### config.mk
export PLATFORM = sky130hd
export DESIGN_NAME = magnitude_seq_flat
export DESIGN_NICKNAME = d
export VERILOG_FILES = /design/src/rtl/magnitude_seq_pkg.sv /design/src/rtl/magnitude_seq_if.sv /design/src/rtl/magnitude_seq_isqrt_step.sv /design/src/rtl/magnitude_seq.sv /design/src/flat_wrapper.sv
export SDC_FILE = /design/constraint.sdc
export NUM_CORES = 1
export LEC_CHECK = 0
export ABC_CLOCK_PERIOD_IN_PS = 8400
export CAP_MARGIN = 20
export CORE_UTILIZATION = 65
export DETAILED_ROUTE_END_ITERATION = 6
export DONT_BUFFER_PORTS = 1
export PLACE_DENSITY = 0.81
export SETUP_SLACK_MARGIN = 0.02
export SLEW_MARGIN = 20
export SYNTH_ARGS = -nofsm -noshare
export SYNTH_HDL_FRONTEND = slang
export SYNTH_SLANG_ARGS = --single-unit
### constraint.sdc
create_clock -name clk -period 8.4 [get_ports clk]
set_input_delay 1.68 -clock clk [delete_from_list [all_inputs] [get_ports clk]]
set_output_delay 1.68 -clock clk [all_outputs]
set_load 0.1 [all_outputs]
### src/rtl/magnitude_seq_pkg.sv
// Shared types and constants for the gradient-magnitude unit.
// Holds the FSM state encoding and the magnitude mode selectors.
package mag_pkg;

    typedef enum logic [1:0] {
        IDLE   = 2'd0,
        SQUARE = 2'd1,
        ROOT   = 2'd2,
        DONE   = 2'd3
    } mag_state_t;

    localparam logic MAG_MODE_L2 = 1'b0;
    localparam logic MAG_MODE_L1 = 1'b1;

endpackage

### src/rtl/magnitude_seq_if.sv
// Handshake bundle for magnitude_seq: gradient pair in, saturated magnitude out.
// The master drives gradients and accepts results; the slave is the unit.
interface magnitude_seq_if #(
    parameter int IN_W  = 11,
    parameter int OUT_W = 8
);
    logic                    in_valid;
    logic                    in_ready;
    logic signed [IN_W-1:0]  gx;
    logic signed [IN_W-1:0]  gy;
    logic                    mode;
    logic                    out_valid;
    logic                    out_ready;
    logic [OUT_W-1:0]        mag;
    logic                    sat;

    modport master (
        output in_valid, gx, gy, mode, out_ready,
        input  in_ready, out_valid, mag, sat
    );

    modport slave (
        input  in_valid, gx, gy, mode, out_ready,
        output in_ready, out_valid, mag, sat
    );
endinterface

### src/rtl/magnitude_seq_isqrt_step.sv
// One iteration of a restoring digit-by-digit square root: brings in two
// radicand bits, tries (root<<2)|1 against the remainder, emits one root bit.
module isqrt_step #(
    parameter int ROOT_W = 11
) (
    input  logic [ROOT_W+1:0] rem,
    input  logic [ROOT_W-1:0] root,
    input  logic [1:0]        bits,
    output logic [ROOT_W+1:0] rem_next,
    output logic [ROOT_W-1:0] root_next
);
    logic [ROOT_W+3:0] shifted;
    logic [ROOT_W+3:0] trial;
    logic              take;

    assign shifted = {rem, bits};
    assign trial   = {2'b00, root, 2'b01};
    assign take    = (shifted >= trial);

    // The remainder never exceeds 2*root, so dropping the top two bits is lossless.
    assign rem_next  = take ? (ROOT_W+2)'(shifted - trial) : (ROOT_W+2)'(shifted);
    assign root_next = {root[ROOT_W-2:0], take};
endmodule

### src/rtl/magnitude_seq.sv
// Multi-cycle gradient magnitude: exact floor(sqrt(gx^2+gy^2)) or |gx|+|gy|,
// saturated to OUT_W bits, with valid/ready handshakes on both sides.
module magnitude_seq
    import mag_pkg::*;
#(
    parameter int IN_W  = 11,
    parameter int OUT_W = 8
) (
    input  logic           clk,
    input  logic           rst_n,
    magnitude_seq_if.slave bus
);
    localparam int SQ_W   = 2 * IN_W;
    localparam int ROOT_W = IN_W;
    localparam int REM_W  = ROOT_W + 2;
    localparam int RAW_W  = IN_W + 1;
    localparam int CNT_W  = $clog2(ROOT_W);
    localparam logic [31:0] SAT_MAX = (32'd1 << OUT_W) - 32'd1;

    mag_state_t              state_reg;
    logic signed [IN_W-1:0]  gx_reg;
    logic signed [IN_W-1:0]  gy_reg;
    logic                    mode_reg;
    logic [SQ_W-1:0]         rad_reg;
    logic [REM_W-1:0]        rem_reg;
    logic [ROOT_W-1:0]       root_reg;
    logic [CNT_W-1:0]        cnt_reg;
    logic [OUT_W-1:0]        mag_reg;
    logic                    sat_reg;
    logic                    out_valid_reg;

    logic [IN_W-1:0]   gx_u, gy_u, abs_gx, abs_gy;
    logic [SQ_W-1:0]   sq_sum;
    logic [RAW_W-1:0]  l1_sum, raw_next;
    logic [REM_W-1:0]  rem_next;
    logic [ROOT_W-1:0] root_next;
    logic              sat_next;
    logic [OUT_W-1:0]  mag_next;

    // Unsigned IN_W-bit absolute value keeps |-2^(IN_W-1)| exact.
    assign gx_u   = gx_reg;
    assign gy_u   = gy_reg;
    assign abs_gx = gx_u[IN_W-1] ? (~gx_u + 1'b1) : gx_u;
    assign abs_gy = gy_u[IN_W-1] ? (~gy_u + 1'b1) : gy_u;
    assign sq_sum = SQ_W'(abs_gx) * SQ_W'(abs_gx) + SQ_W'(abs_gy) * SQ_W'(abs_gy);
    assign l1_sum = RAW_W'(abs_gx) + RAW_W'(abs_gy);

    isqrt_step #(.ROOT_W(ROOT_W)) u_step (
        .rem       (rem_reg),
        .root      (root_reg),
        .bits      (rad_reg[SQ_W-1 -: 2]),
        .rem_next  (rem_next),
        .root_next (root_next)
    );

    // Raw result at the moment of entering DONE, from either path.
    assign raw_next = (state_reg == SQUARE) ? l1_sum : RAW_W'(root_next);
    assign sat_next = (32'(raw_next) > SAT_MAX);
    assign mag_next = sat_next ? {OUT_W{1'b1}} : OUT_W'(raw_next);

    always_ff @(posedge clk or negedge rst_n) begin
        if (!rst_n) begin
            state_reg     <= IDLE;
            gx_reg        <= '0;
            gy_reg        <= '0;
            mode_reg      <= MAG_MODE_L2;
            rad_reg       <= '0;
            rem_reg       <= '0;
            root_reg      <= '0;
            cnt_reg       <= '0;
            mag_reg       <= '0;
            sat_reg       <= 1'b0;
            out_valid_reg <= 1'b0;
        end else begin
            case (state_reg)
                IDLE: begin
                    if (bus.in_valid) begin
                        gx_reg    <= bus.gx;
                        gy_reg    <= bus.gy;
                        mode_reg  <= bus.mode;
                        state_reg <= SQUARE;
                    end
                end
                SQUARE: begin
                    if (mode_reg == MAG_MODE_L1) begin
                        mag_reg   <= mag_next;
                        sat_reg   <= sat_next;
                        state_reg <= DONE;
                    end else begin
                        rad_reg   <= sq_sum;
                        rem_reg   <= '0;
                        root_reg  <= '0;
                        cnt_reg   <= CNT_W'(ROOT_W - 1);
                        state_reg <= ROOT;
                    end
                end
                ROOT: begin
                    rad_reg  <= rad_reg << 2;
                    rem_reg  <= rem_next;
                    root_reg <= root_next;
                    if (cnt_reg == '0) begin
                        mag_reg   <= mag_next;
                        sat_reg   <= sat_next;
                        state_reg <= DONE;
                    end else begin
                        cnt_reg <= cnt_reg - 1'b1;
                    end
                end
                DONE: begin
                    // Result is presented one cycle after it is latched.
                    if (!out_valid_reg) begin
                        out_valid_reg <= 1'b1;
                    end else if (bus.out_ready) begin
                        out_valid_reg <= 1'b0;
                        state_reg     <= IDLE;
                    end
                end
                default: state_reg <= IDLE;
            endcase
        end
    end

    assign bus.in_ready  = (state_reg == IDLE);
    assign bus.out_valid = out_valid_reg;
    assign bus.mag       = mag_reg;
    assign bus.sat       = sat_reg;
endmodule

### src/flat_wrapper.sv
// flat-port wrapper written by rule: the top's interface ports become plain ports
module magnitude_seq_flat import mag_pkg::*;
#(
    parameter int IN_W  = 11,
    parameter int OUT_W = 8
)
  (clk, rst_n, bus_in_valid, bus_gx, bus_gy, bus_mode, bus_out_ready, bus_in_ready, bus_out_valid, bus_mag, bus_sat);
  magnitude_seq_if #(.IN_W(IN_W), .OUT_W(OUT_W)) bus_i ();
  input  logic clk;
  input  logic rst_n;
  input wire logic [$bits(bus_i.in_valid)-1:0] bus_in_valid;
  input wire logic [$bits(bus_i.gx)-1:0] bus_gx;
  input wire logic [$bits(bus_i.gy)-1:0] bus_gy;
  input wire logic [$bits(bus_i.mode)-1:0] bus_mode;
  input wire logic [$bits(bus_i.out_ready)-1:0] bus_out_ready;
  output wire logic [$bits(bus_i.in_ready)-1:0] bus_in_ready;
  output wire logic [$bits(bus_i.out_valid)-1:0] bus_out_valid;
  output wire logic [$bits(bus_i.mag)-1:0] bus_mag;
  output wire logic [$bits(bus_i.sat)-1:0] bus_sat;
  assign bus_i.in_valid = bus_in_valid;
  assign bus_i.gx = bus_gx;
  assign bus_i.gy = bus_gy;
  assign bus_i.mode = bus_mode;
  assign bus_i.out_ready = bus_out_ready;
  assign bus_in_ready = bus_i.in_ready;
  assign bus_out_valid = bus_i.out_valid;
  assign bus_mag = bus_i.mag;
  assign bus_sat = bus_i.sat;
  magnitude_seq #(.IN_W(IN_W), .OUT_W(OUT_W)) u_core (.clk(clk), .rst_n(rst_n), .bus(bus_i));
endmodule
==> results.sh, run 1 <==
export IMPL_remaining_drc_errors=0
export IMPL_drt_first_iter_violations=485
export IMPL_wl_mm=26.22
export IMPL_numClockSinks=85
export IMPL_synth_ff_latch_count=85
export IMPL_setup_viol=0
export IMPL_critical_path_endpoint_type="flop"
export IMPL_syn_mean_instance_area_um2=9.136
export IMPL_placer_congestion=0.9031
export IMPL_buffers_inserted_by_post_cts_timing_repair=0
export IMPL_clock_skew_final_ns=0.01149
export IMPL_grt_max_degree=86
export IMPL_slew_viol_final=0
export IMPL_initial_utilization=0.6712
export IMPL_critical_path_top_delay_family="adder cells"
export IMPL_fp_row_count=48
export IMPL_cell_at_the_root_of_the_clock_tree="sky130_fd_sc_hd__clkbuf_16"
export IMPL_share_of_cells_above_drive_strength_1=0.06662
export IMPL_rsz_0062_raised_after_global_routing="true"
export IMPL_worstHoldStart="u_core.rad_reg[4]"
export IMPL_status="finished clean"
export IMPL_maxcap_viol_count=0
export IMPL_synth_flop_cell="sky130_fd_sc_hd__dfrtp_1"
export IMPL_fp_dieW_um=136.3
export IMPL_cp_data_required_time_ns=8.61
export IMPL_setup_reg_to_reg_worst_slack_ns=0.36
export IMPL_arrival_ns=8.25
export IMPL_synth_async_sr_flop_share=1.000
export IMPL_path_max_fanout=10
export IMPL_reg2reg_from="u_core.gx_reg[0]"
export IMPL_area_growth_pct=6.111
export IMPL_routedWlPerCell_um=17.08
export IMPL_period_minus_ws_final_ns=8.041
export IMPL_worstHoldPathType="flop to flop"
export IMPL_cell_types_with_the_largest_area_share_after_synthesis="sky130_fd_sc_hd__fa_1 28%, sky130_fd_sc_hd__dfrtp_1 18%, sky130_fd_sc_hd__ha_1 14%"
export IMPL_post_synth_inst_count=1284
export IMPL_final_hold_viol_count=0
export IMPL_reg2regPathDepth=26
export IMPL_die_height_um=136.3
export IMPL_regToRegEndpoint="u_core.rad_reg[21]"
export IMPL_setup_worst_path_start_class="flop"
export IMPL_place_detailed_hpwl_mm=21.53
export IMPL_floorplan_core_area_um2=17480
export IMPL_global_route_usage_total=0.3102
export IMPL_synth_top_area_cell="sky130_fd_sc_hd__fa_1"
export IMPL_critPathSlowestCell="sky130_fd_sc_hd__dfrtp_1"
export IMPL_antenna_left=0
export IMPL_largest_register_ffs=22
export IMPL_synth_edf_count=0
export IMPL_critPathKind="flop to flop"
export IMPL_antenna_violations_before_repair=4
export IMPL_path_buf_inv=7
export IMPL_final_period_utilization=0.9573
export IMPL_worst_hold_path_num_cells=2
export IMPL_overflow_left_after_global_routing=0
export IMPL_number_of_buffers_inserted_during_clock_tree_synthesis=9
export IMPL_max_freq_mhz=124.4
export IMPL_cell_area_after_technology_mapping_um2=11730
export IMPL_final_layout_net_count=1621
export IMPL_worst_hold_path_endpoint="u_core.rad_reg[4]"
export IMPL_worst_slew_margin_relative_to_its_limit=0.2755
export IMPL_clock_tree_buffer_depth=2
export IMPL_dr_total_vias=8698
export IMPL_yosys_warnings=0
export IMPL_buffer_ports_inserted=0
export IMPL_cp_slowest_stage_delay_ns=0.62
export IMPL_setup_tns_final_ns=0
export IMPL_worstSkewPairLatency_ns=0.36
export IMPL_via_per_inst=5.666
export IMPL_post_synth_top_area_fraction=0.2833
export IMPL_tritoncts="built"
export IMPL_grt_first_pass_wirelength_mm=44.04
export IMPL_yosysSeqAreaShare=0.1813
export IMPL_firstDrtPassIters=5
export IMPL_first_global_vias=9252
export IMPL_clk_pin_slew_worst_paths_ns=0.07
export IMPL_max_slew_worst_pin_slew_ns=1.087
export IMPL_h_tree_depth=3
export IMPL_num_ports=38
export IMPL_dieArea_um2=18590
export IMPL_synth_cell_types=65
logic make-up (layout without fill, tap and decap cells):
| kind of cell | after synthesis | after routing | share of synthesized area |
|---|---|---|---|
| buf+inv | 337 | 346 | 0.1090 |
| fa+ha+maj | 293 | 293 | 0.4187 |
| simple gates | 274 | 274 | 0.1040 |
| compound gates | 196 | 196 | 0.1045 |
| flops | 85 | 85 | 0.1813 |
| xor+xnor | 54 | 54 | 0.04224 |
| mux | 43 | 43 | 0.03957 |
| other cells | 2 | 19 | 0.0006402 |
metrics by stage:
step	cell area [um2]	setup WS (ns)	utilization	hold WS [ns]	cells
final	12450	0.3590	0.7123	0.4839	1535
after global routing	12450	0.01657	0.7123	0.5225	1535
after floorplan	11780	1.173	-	0.4423	1297
after CTS	12410	0.2082	0.7100	0.4914	1530
after detailed placement	12090	0.2673	0.6919	0.4689	1514
after global placement	12080	0.4566	0.6911	0.4629	1513
Yosys cell counts (16+ instances only):
cell type,count
sky130_fd_sc_hd__o21ai_0,63
sky130_fd_sc_hd__ha_1,127
sky130_fd_sc_hd__nor2_1,99
sky130_fd_sc_hd__dfrtp_1,85
sky130_fd_sc_hd__fa_1,166
sky130_fd_sc_hd__nand3_1,16
sky130_fd_sc_hd__nand2_1,104
sky130_fd_sc_hd__xor2_1,22
sky130_fd_sc_hd__inv_1,305
sky130_fd_sc_hd__mux2_2,27
sky130_fd_sc_hd__xnor2_1,29
sky130_fd_sc_hd__mux2i_1,16
sky130_fd_sc_hd__a21oi_1,45
sky130_fd_sc_hd__clkbuf_1,18
final cells by class:
cell class / instances / area (um2)
Clock inverter: 6 / 76.32
Antenna cell: 4 / 10.01
Fill cell: 1317 / 5029
Timing Repair Buffer: 18 / 142.6
Clock buffer: 10 / 239.0
Multi-Input combinational cell: 875 / 8401
Tap cell: 225 / 281.5
Inverter: 312 / 1171
Sequential cell: 85 / 2127
tightest hold or removal path: cells and delay by family (launching register included):
family	cells	cell delay [ns]
compound gates	1	0.06
simple gates	1	0.04
flops	1	0.34
how the worst max path moves through the flow:
| stage | from | endpoint | slack (ns) | cells past startpoint |
|---|---|---|---|---|
| floorplan | u_core.gx_reg[0] | u_core.rad_reg[14] | 1.17 | 27 |
| global placement | u_core.gx_reg[0] | u_core.rad_reg[19] | 0.46 | 25 |
| detailed placement | u_core.gy_reg[0] | u_core.rad_reg[20] | 0.27 | 27 |
| CTS | u_core.gx_reg[0] | u_core.rad_reg[19] | 0.21 | 25 |
| global route | u_core.gy_reg[2] | u_core.rad_reg[20] | 0.02 | 26 |
| finish | u_core.gx_reg[0] | u_core.rad_reg[21] | 0.36 | 26 |
cells in the final DEF, fill, tap and decap left out, drive strengths merged, types with 14 or more instances in the layout:
cell   synthesis  final
buf            7     18
conb           2     15
dfrtp         85     85
a31oi         15     15
ha           127    127
mux2          27     27
xnor2         31     31
o21ai         65     65
nand2        106    106
nand3         16     16
mux2i         16     16
a21oi         45     45
nor2         100    100
o22ai         14     14
inv          308    312
xor2          23     23
fa           166    166
metal layers:
layer	track usage	wire (um)	vias to the layer above
met5	0	0	-
met4	0.1160	857	0
met3	0.05295	1542	60
met2	0.5259	12940	271
met1	0.3974	10870	4304
li1	-	-	4063
timing repair:
item                                    CTS  global route
resized for setup                         0             4
hold buffers                              0             0
endpoints found under the setup margin    0             7
hold endpoints to repair                  0             0
Power of run 1 is left out: the tool's default activity adds up to more than one toggle a clock period on the data nets, which glitch-free logic cannot reach.
==> run 2, diff against run 1 <==
Settings changed: ABC_AREA set to 1, CORE_ASPECT_RATIO set to 0.5.
==> run 2 against run 1 <==
  * Routed wire length is 15% higher
  * Via count is 15% higher
  * Utilization is 1.3 points lower
  * Critical endpoint unchanged
  * Register-to-register slack better by 0.28 ns
  * Global-route usage is 2.4 points higher
  * Non-clock buffer count is 7 lower
  * Synthesized area is 4.8% higher
  * First-iteration DRC count is 62% higher
==> results.sh, run 2 <==
export IMPL_post_synth_inst_count=1560
export IMPL_fp_dieW_um=196.5
export IMPL_synth_most_common_cell="sky130_fd_sc_hd__inv_1"
export IMPL_largest_register_ffs=22
export IMPL_routedWlPerCell_um=16.54
export IMPL_path_buf_inv=8
export IMPL_layout_commonest_cell="sky130_fd_sc_hd__inv_1"
export IMPL_grt_first_pass_wirelength_mm=50.80
export IMPL_dr_total_vias=10040
export IMPL_buffer_ports_inserted=0
export IMPL_initial_utilization=0.6653
export IMPL_arrival_ns=7.99
export IMPL_dieArea_um2=19500
export IMPL_worstHoldPathType="flop to flop"
export IMPL_setup_viol=0
export IMPL_area_growth_pct=5.159
export IMPL_diodes=0
export IMPL_yosysSeqAreaShare=0.1730
export IMPL_path_max_fanout=13
export IMPL_share_of_cells_above_drive_strength_1=0.04265
export IMPL_overflow_left_after_global_routing=0
export IMPL_global_route_usage_total=0.3346
export IMPL_finalCoreUtilization=0.6997
export IMPL_rsz_0062_raised_after_global_routing="false"
export IMPL_critPathKind="flop to flop"
export IMPL_synth_edf_count=0
export IMPL_cell_area_after_technology_mapping_um2=12300
export IMPL_antenna_left=0
export IMPL_synth_flop_cell="sky130_fd_sc_hd__dfrtp_1"
export IMPL_worst_slew_margin_relative_to_its_limit=0.2887
export IMPL_cp_slowest_stage_delay_ns=0.55
export IMPL_critical_path_endpoint_type="flop"
export IMPL_via_per_inst=5.487
export IMPL_period_minus_ws_final_ns=7.760
export IMPL_place_detailed_hpwl_mm=25.44
export IMPL_h_tree_depth=3
export IMPL_cell_types_with_the_largest_area_share_after_synthesis="sky130_fd_sc_hd__fa_1 27%, sky130_fd_sc_hd__dfrtp_1 17%, sky130_fd_sc_hd__ha_1 13%"
export IMPL_setup_worst_path_start_class="flop"
export IMPL_maxcap_viol_count=0
export IMPL_clk_pin_slew_worst_paths_ns=0.07
export IMPL_max_freq_mhz=128.9
export IMPL_final_period_utilization=0.9238
export IMPL_grt_max_degree=86
export IMPL_cell_seen_most_often_among_critical_path_stages="sky130_fd_sc_hd__inv_1"
export IMPL_max_slew_worst_pin_slew_ns=1.067
export IMPL_clock_skew_final_ns=0.007627
export IMPL_firstDrtPassIters=5
export IMPL_final_hold_viol_count=0
export IMPL_tritoncts="built"
export IMPL_status="finished clean"
export IMPL_cell_at_the_root_of_the_clock_tree="sky130_fd_sc_hd__clkbuf_16"
export IMPL_final_layout_net_count=1886
export IMPL_syn_mean_instance_area_um2=7.882
export IMPL_fill_cells=1496
export IMPL_placer_congestion=0.9577
export IMPL_synth_top_area_cell="sky130_fd_sc_hd__fa_1"
export IMPL_number_of_buffers_inserted_during_clock_tree_synthesis=9
export IMPL_yosys_warnings=0
export IMPL_setup_tns_final_ns=0
export IMPL_buffers_inserted_by_post_cts_timing_repair=0
export IMPL_critical_path_top_delay_family="adder cells"
export IMPL_post_synth_top_area_fraction=0.2703
export IMPL_clock_tree_buffer_depth=2
export IMPL_antenna_violations_before_repair=0
export IMPL_die_height_um=99.26
export IMPL_commonest_cells_in_the_netlist="402 x sky130_fd_sc_hd__inv_1, 255 x sky130_fd_sc_hd__nand2_1, 166 x sky130_fd_sc_hd__fa_1"
export IMPL_critPathSlowestCell="sky130_fd_sc_hd__fa_1"
export IMPL_num_ports=38
export IMPL_cp_data_required_time_ns=8.63
export IMPL_worstSkewPairLatency_ns=0.34
export IMPL_fp_row_count=35
export IMPL_wl_mm=30.27
export IMPL_drt_first_iter_violations=788
export IMPL_synth_cell_types=47
export IMPL_regArea_um2=2127
export IMPL_multi_input_comb_area_um2=8544
export IMPL_synth_async_sr_flop_share=1.000
export IMPL_floorplan_core_area_um2=18480
export IMPL_numClockSinks=85
export IMPL_cts_repair_resize_count=0
export IMPL_first_global_vias=10420
export IMPL_layout_common_cells="402 x sky130_fd_sc_hd__inv_1, 255 x sky130_fd_sc_hd__nand2_1, 166 x sky130_fd_sc_hd__fa_1, 139 x sky130_fd_sc_hd__nor2_1, 127 x sky130_fd_sc_hd__ha_1"
export IMPL_remaining_drc_errors=0
export IMPL_synth_ff_latch_count=85
export IMPL_cts_hold_buffers_added=0
export IMPL_slew_viol_final=0
[run 2: changes by cell type after synthesis, moves of 15 or more]
cell	before	now
sky130_fd_sc_hd__mux2_2	27	5
sky130_fd_sc_hd__xnor2_1	29	10
sky130_fd_sc_hd__nand4_1	3	18
sky130_fd_sc_hd__inv_1	305	402
sky130_fd_sc_hd__nand2_1	104	255
sky130_fd_sc_hd__mux2i_1	16	0
sky130_fd_sc_hd__nor2_1	99	139
sky130_fd_sc_hd__nand3_1	16	63
sky130_fd_sc_hd__a21oi_1	45	80
[run 2: layer usage]
layer	routed length, um	global-route usage	vias up
li1	-	-	4748
met1	12850	0.4556	4828
met2	13930	0.5390	405
met3	2815	0.08071	60
met4	669	0.09555	0
met5	0	0	-
[run 2: through the flow]
step	hold slack [ns]	setup WS (ns)	instance area (um2)	instances
6_report	0.4829	0.6400	12930	1830
5_1_grt	0.5012	0.2303	12930	1830
4_1_cts	0.4858	0.7546	12930	1830
3_5_place_dp	0.4680	0.7706	12620	1814
3_3_place_gp	0.4600	0.9381	12620	1814
2_1_floorplan	0.4422	1.419	12340	1573
[run 2: cells by family after synthesis]
| logic type | synth area share |
|---|---|
| simple gates | 0.1756 |
| compound gates | 0.08792 |
| mux | 0.004579 |
| fa+ha+maj | 0.3995 |
| flops | 0.1730 |
| other cells | 0.0006108 |
| buf+inv | 0.1361 |
| xor+xnor | 0.02269 |
[run 2: path summary, 6_finish.rpt]
path                                   startpoint                   end  slack, ns  cells after the start
worst max-delay path             u_core.gy_reg[0]    u_core.rad_reg[21]       0.64                     30
worst min-delay path            u_core.rad_reg[8]     u_core.rad_reg[8]       0.48                      2
worst max register to register   u_core.gy_reg[0]    u_core.rad_reg[21]       0.64                     30
worst min register to register  u_core.rad_reg[8]     u_core.rad_reg[8]       0.48                      2
max in group asynchronous                   rst_n      u_core.gy_reg[3]       7.26                      0
min in group asynchronous                   rst_n  u_core.bus.out_valid       1.03                      0
[run 2: worst min-delay path, stage by stage, from the launching register on]
cell                      delay (ns)
sky130_fd_sc_hd__dfrtp_1        0.34
sky130_fd_sc_hd__nand2_1        0.05
sky130_fd_sc_hd__nand2_1        0.06
[run 2: final cells by class]
cell class | instances | share of cell area
clock inverters | 4 | 0.004355
well taps | 259 | 0.02506
flip-flops and latches | 85 | 0.1645
repair buffers | 11 | 0.006387
inverters | 410 | 0.1190
clock buffers | 12 | 0.01984
multi-input cells | 1049 | 0.6608
Power of run 2 is left out for the same reason.
==> run 3, diff against run 2 <==
Settings changed: GPL_TIMING_DRIVEN set to 1, PLACE_DENSITY 0.81 to not set, PLACE_DENSITY_LB_ADDON set to 0.12.
==> run 3 against run 2 <==
  * Via count shrank 1.2%
  * Utilization grew 0.074 points
  * Routed wire length shrank 0.84%
  * Hold slack gained 0.00065 ns
  * First-iteration DRC count shrank 5.7%
  * Die area is the same
  * Worst setup slack lost 0.049 ns
  * Cell area grew 0.11%
  * Critical path type unchanged
  * Final cell count is the same
  * Critical path depth grew 1
==> results.sh, run 3 (synthesis results as in run 2) <==
export IMPL_layout_commonest_cell="sky130_fd_sc_hd__inv_1"
export IMPL_period_minus_ws_final_ns=7.808
export IMPL_cell_at_the_root_of_the_clock_tree="sky130_fd_sc_hd__clkbuf_16"
export IMPL_clk_pin_slew_worst_paths_ns=0.07
export IMPL_critPathSlowestCell="sky130_fd_sc_hd__fa_1"
export IMPL_cp_slowest_stage_delay_ns=0.57
export IMPL_place_detailed_hpwl_mm=25.36
export IMPL_critPathKind="flop to flop"
export IMPL_routedWlPerCell_um=16.40
export IMPL_tritoncts="built"
export IMPL_dieArea_um2=19500
export IMPL_antenna_left=0
export IMPL_regArea_um2=2127
export IMPL_worstHoldPathType="flop to flop"
export IMPL_maxcap_viol_count=0
export IMPL_buffers_inserted_by_post_cts_timing_repair=0
export IMPL_setup_tns_final_ns=0
export IMPL_path_max_fanout=13
export IMPL_floorplan_core_area_um2=18480
export IMPL_reg2regPathDepth=31
export IMPL_worst_slew_margin_relative_to_its_limit=0.2985
export IMPL_wl_mm=30.02
export IMPL_number_of_buffers_inserted_during_clock_tree_synthesis=9
export IMPL_largest_register_ffs=22
export IMPL_clock_skew_final_ns=0.008842
export IMPL_finalInstanceArea_um2=12940
export IMPL_fp_row_count=35
export IMPL_detailedPlace_worstSlack_ns=0.7378
export IMPL_fp_dieW_um=196.5
export IMPL_final_period_utilization=0.9296
export IMPL_final_hold_viol_count=0
export IMPL_whs_ns=0.4836
export IMPL_remaining_drc_errors=0
export IMPL_critical_path_endpoint_type="flop"
export IMPL_drt_first_iter_violations=743
export IMPL_grt_first_pass_wirelength_mm=49.90
export IMPL_numClockSinks=85
export IMPL_first_global_vias=9966
export IMPL_slew_viol_final=0
export IMPL_die_height_um=99.26
export IMPL_clock_tree_buffer_depth=2
export IMPL_fill_cells=1555
export IMPL_max_freq_mhz=128.1
export IMPL_grt_max_degree=86
export IMPL_global_route_usage_total=0.3326
export IMPL_cts_repair_resize_count=0
export IMPL_overflow_left_after_global_routing=0
export IMPL_setup_reg_to_reg_worst_slack_ns=0.59
export IMPL_layout_common_cells="402 x sky130_fd_sc_hd__inv_1, 255 x sky130_fd_sc_hd__nand2_1, 166 x sky130_fd_sc_hd__fa_1, 139 x sky130_fd_sc_hd__nor2_1, 127 x sky130_fd_sc_hd__ha_1"
export IMPL_multi_input_comb_area_um2=8544
export IMPL_placer_congestion=0.9579
export IMPL_via_per_inst=5.421
export IMPL_diodes=0
export IMPL_setup_worst_path_start_class="flop"
export IMPL_antenna_violations_before_repair=0
export IMPL_dpl_cell_area_um2=12620
export IMPL_share_of_cells_above_drive_strength_1=0.04265
export IMPL_max_slew_worst_pin_slew_ns=1.052
export IMPL_rsz_0062_raised_after_global_routing="false"
export IMPL_area_growth_pct=5.271
export IMPL_arrival_ns=8.02
export IMPL_cp_data_required_time_ns=8.61
export IMPL_dr_total_vias=9921
export IMPL_h_tree_depth=3
export IMPL_layout_setup_ws_ns=0.5915
export IMPL_buffer_ports_inserted=0
export IMPL_setup_viol=0
export IMPL_firstDrtPassIters=7
export IMPL_final_layout_net_count=1886
export IMPL_num_ports=38
export IMPL_status="finished clean"
export IMPL_cts_hold_buffers_added=0
export IMPL_initial_utilization=0.6653
export IMPL_worst_hold_path_num_cells=2
export IMPL_worstSkewPairLatency_ns=0.34
[run 3: cell count changes in the layout (fill, tap and decap cells not counted), sizes merged]
cell / previous run / this run
bufinv: 1 / 2
clkinv: 3 / 1
clkbuf: 12 / 11
clkinvlp: 0 / 2
[run 3: through the flow]
| stage | instances | util |
|---|---|---|
| 2_1_floorplan | 1573 | - |
| 3_3_place_gp | 1814 | 0.6827 |
| 3_5_place_dp | 1814 | 0.6827 |
| 4_1_cts | 1830 | 0.7004 |
| 5_1_grt | 1830 | 0.7004 |
| 6_report | 1830 | 0.7004 |
[run 3: final cells by class]
class,count,area share
clock buffer,11,0.01875
clock inverter,5,0.006477
inverter,410,0.1189
multi-input combinational,1049,0.6601
sequential,85,0.1643
tap,259,0.02504
timing repair buffer,11,0.006380
[run 3: metal layers]
metal	GRT usage	wire length [um]
met5	0	0
met2	0.5183	13150
met4	0.07752	566
met3	0.08206	2504
met1	0.4720	13800
[run 3: final timing paths]
path | to | from
max in group asynchronous | u_core.rad_reg[0] | rst_n
worst max-delay path | u_core.rad_reg[20] | u_core.gy_reg[0]
worst min-delay path | u_core.rad_reg[13] | u_core.rad_reg[13]
min in group asynchronous | u_core.bus.mag[3] | rst_n
worst max register to register | u_core.rad_reg[20] | u_core.gy_reg[0]
worst min register to register | u_core.rad_reg[13] | u_core.rad_reg[13]
[run 3: worst max-delay path: cells and delay by family, from the launching register on]
kind | cells | cell delay [ns]
buf+inv | 7 | 0.92
simple gates | 11 | 1.35
flops | 1 | 0.41
compound gates | 4 | 0.80
fa+ha+maj | 9 | 4.23
Power of run 3 is left out for the same reason.
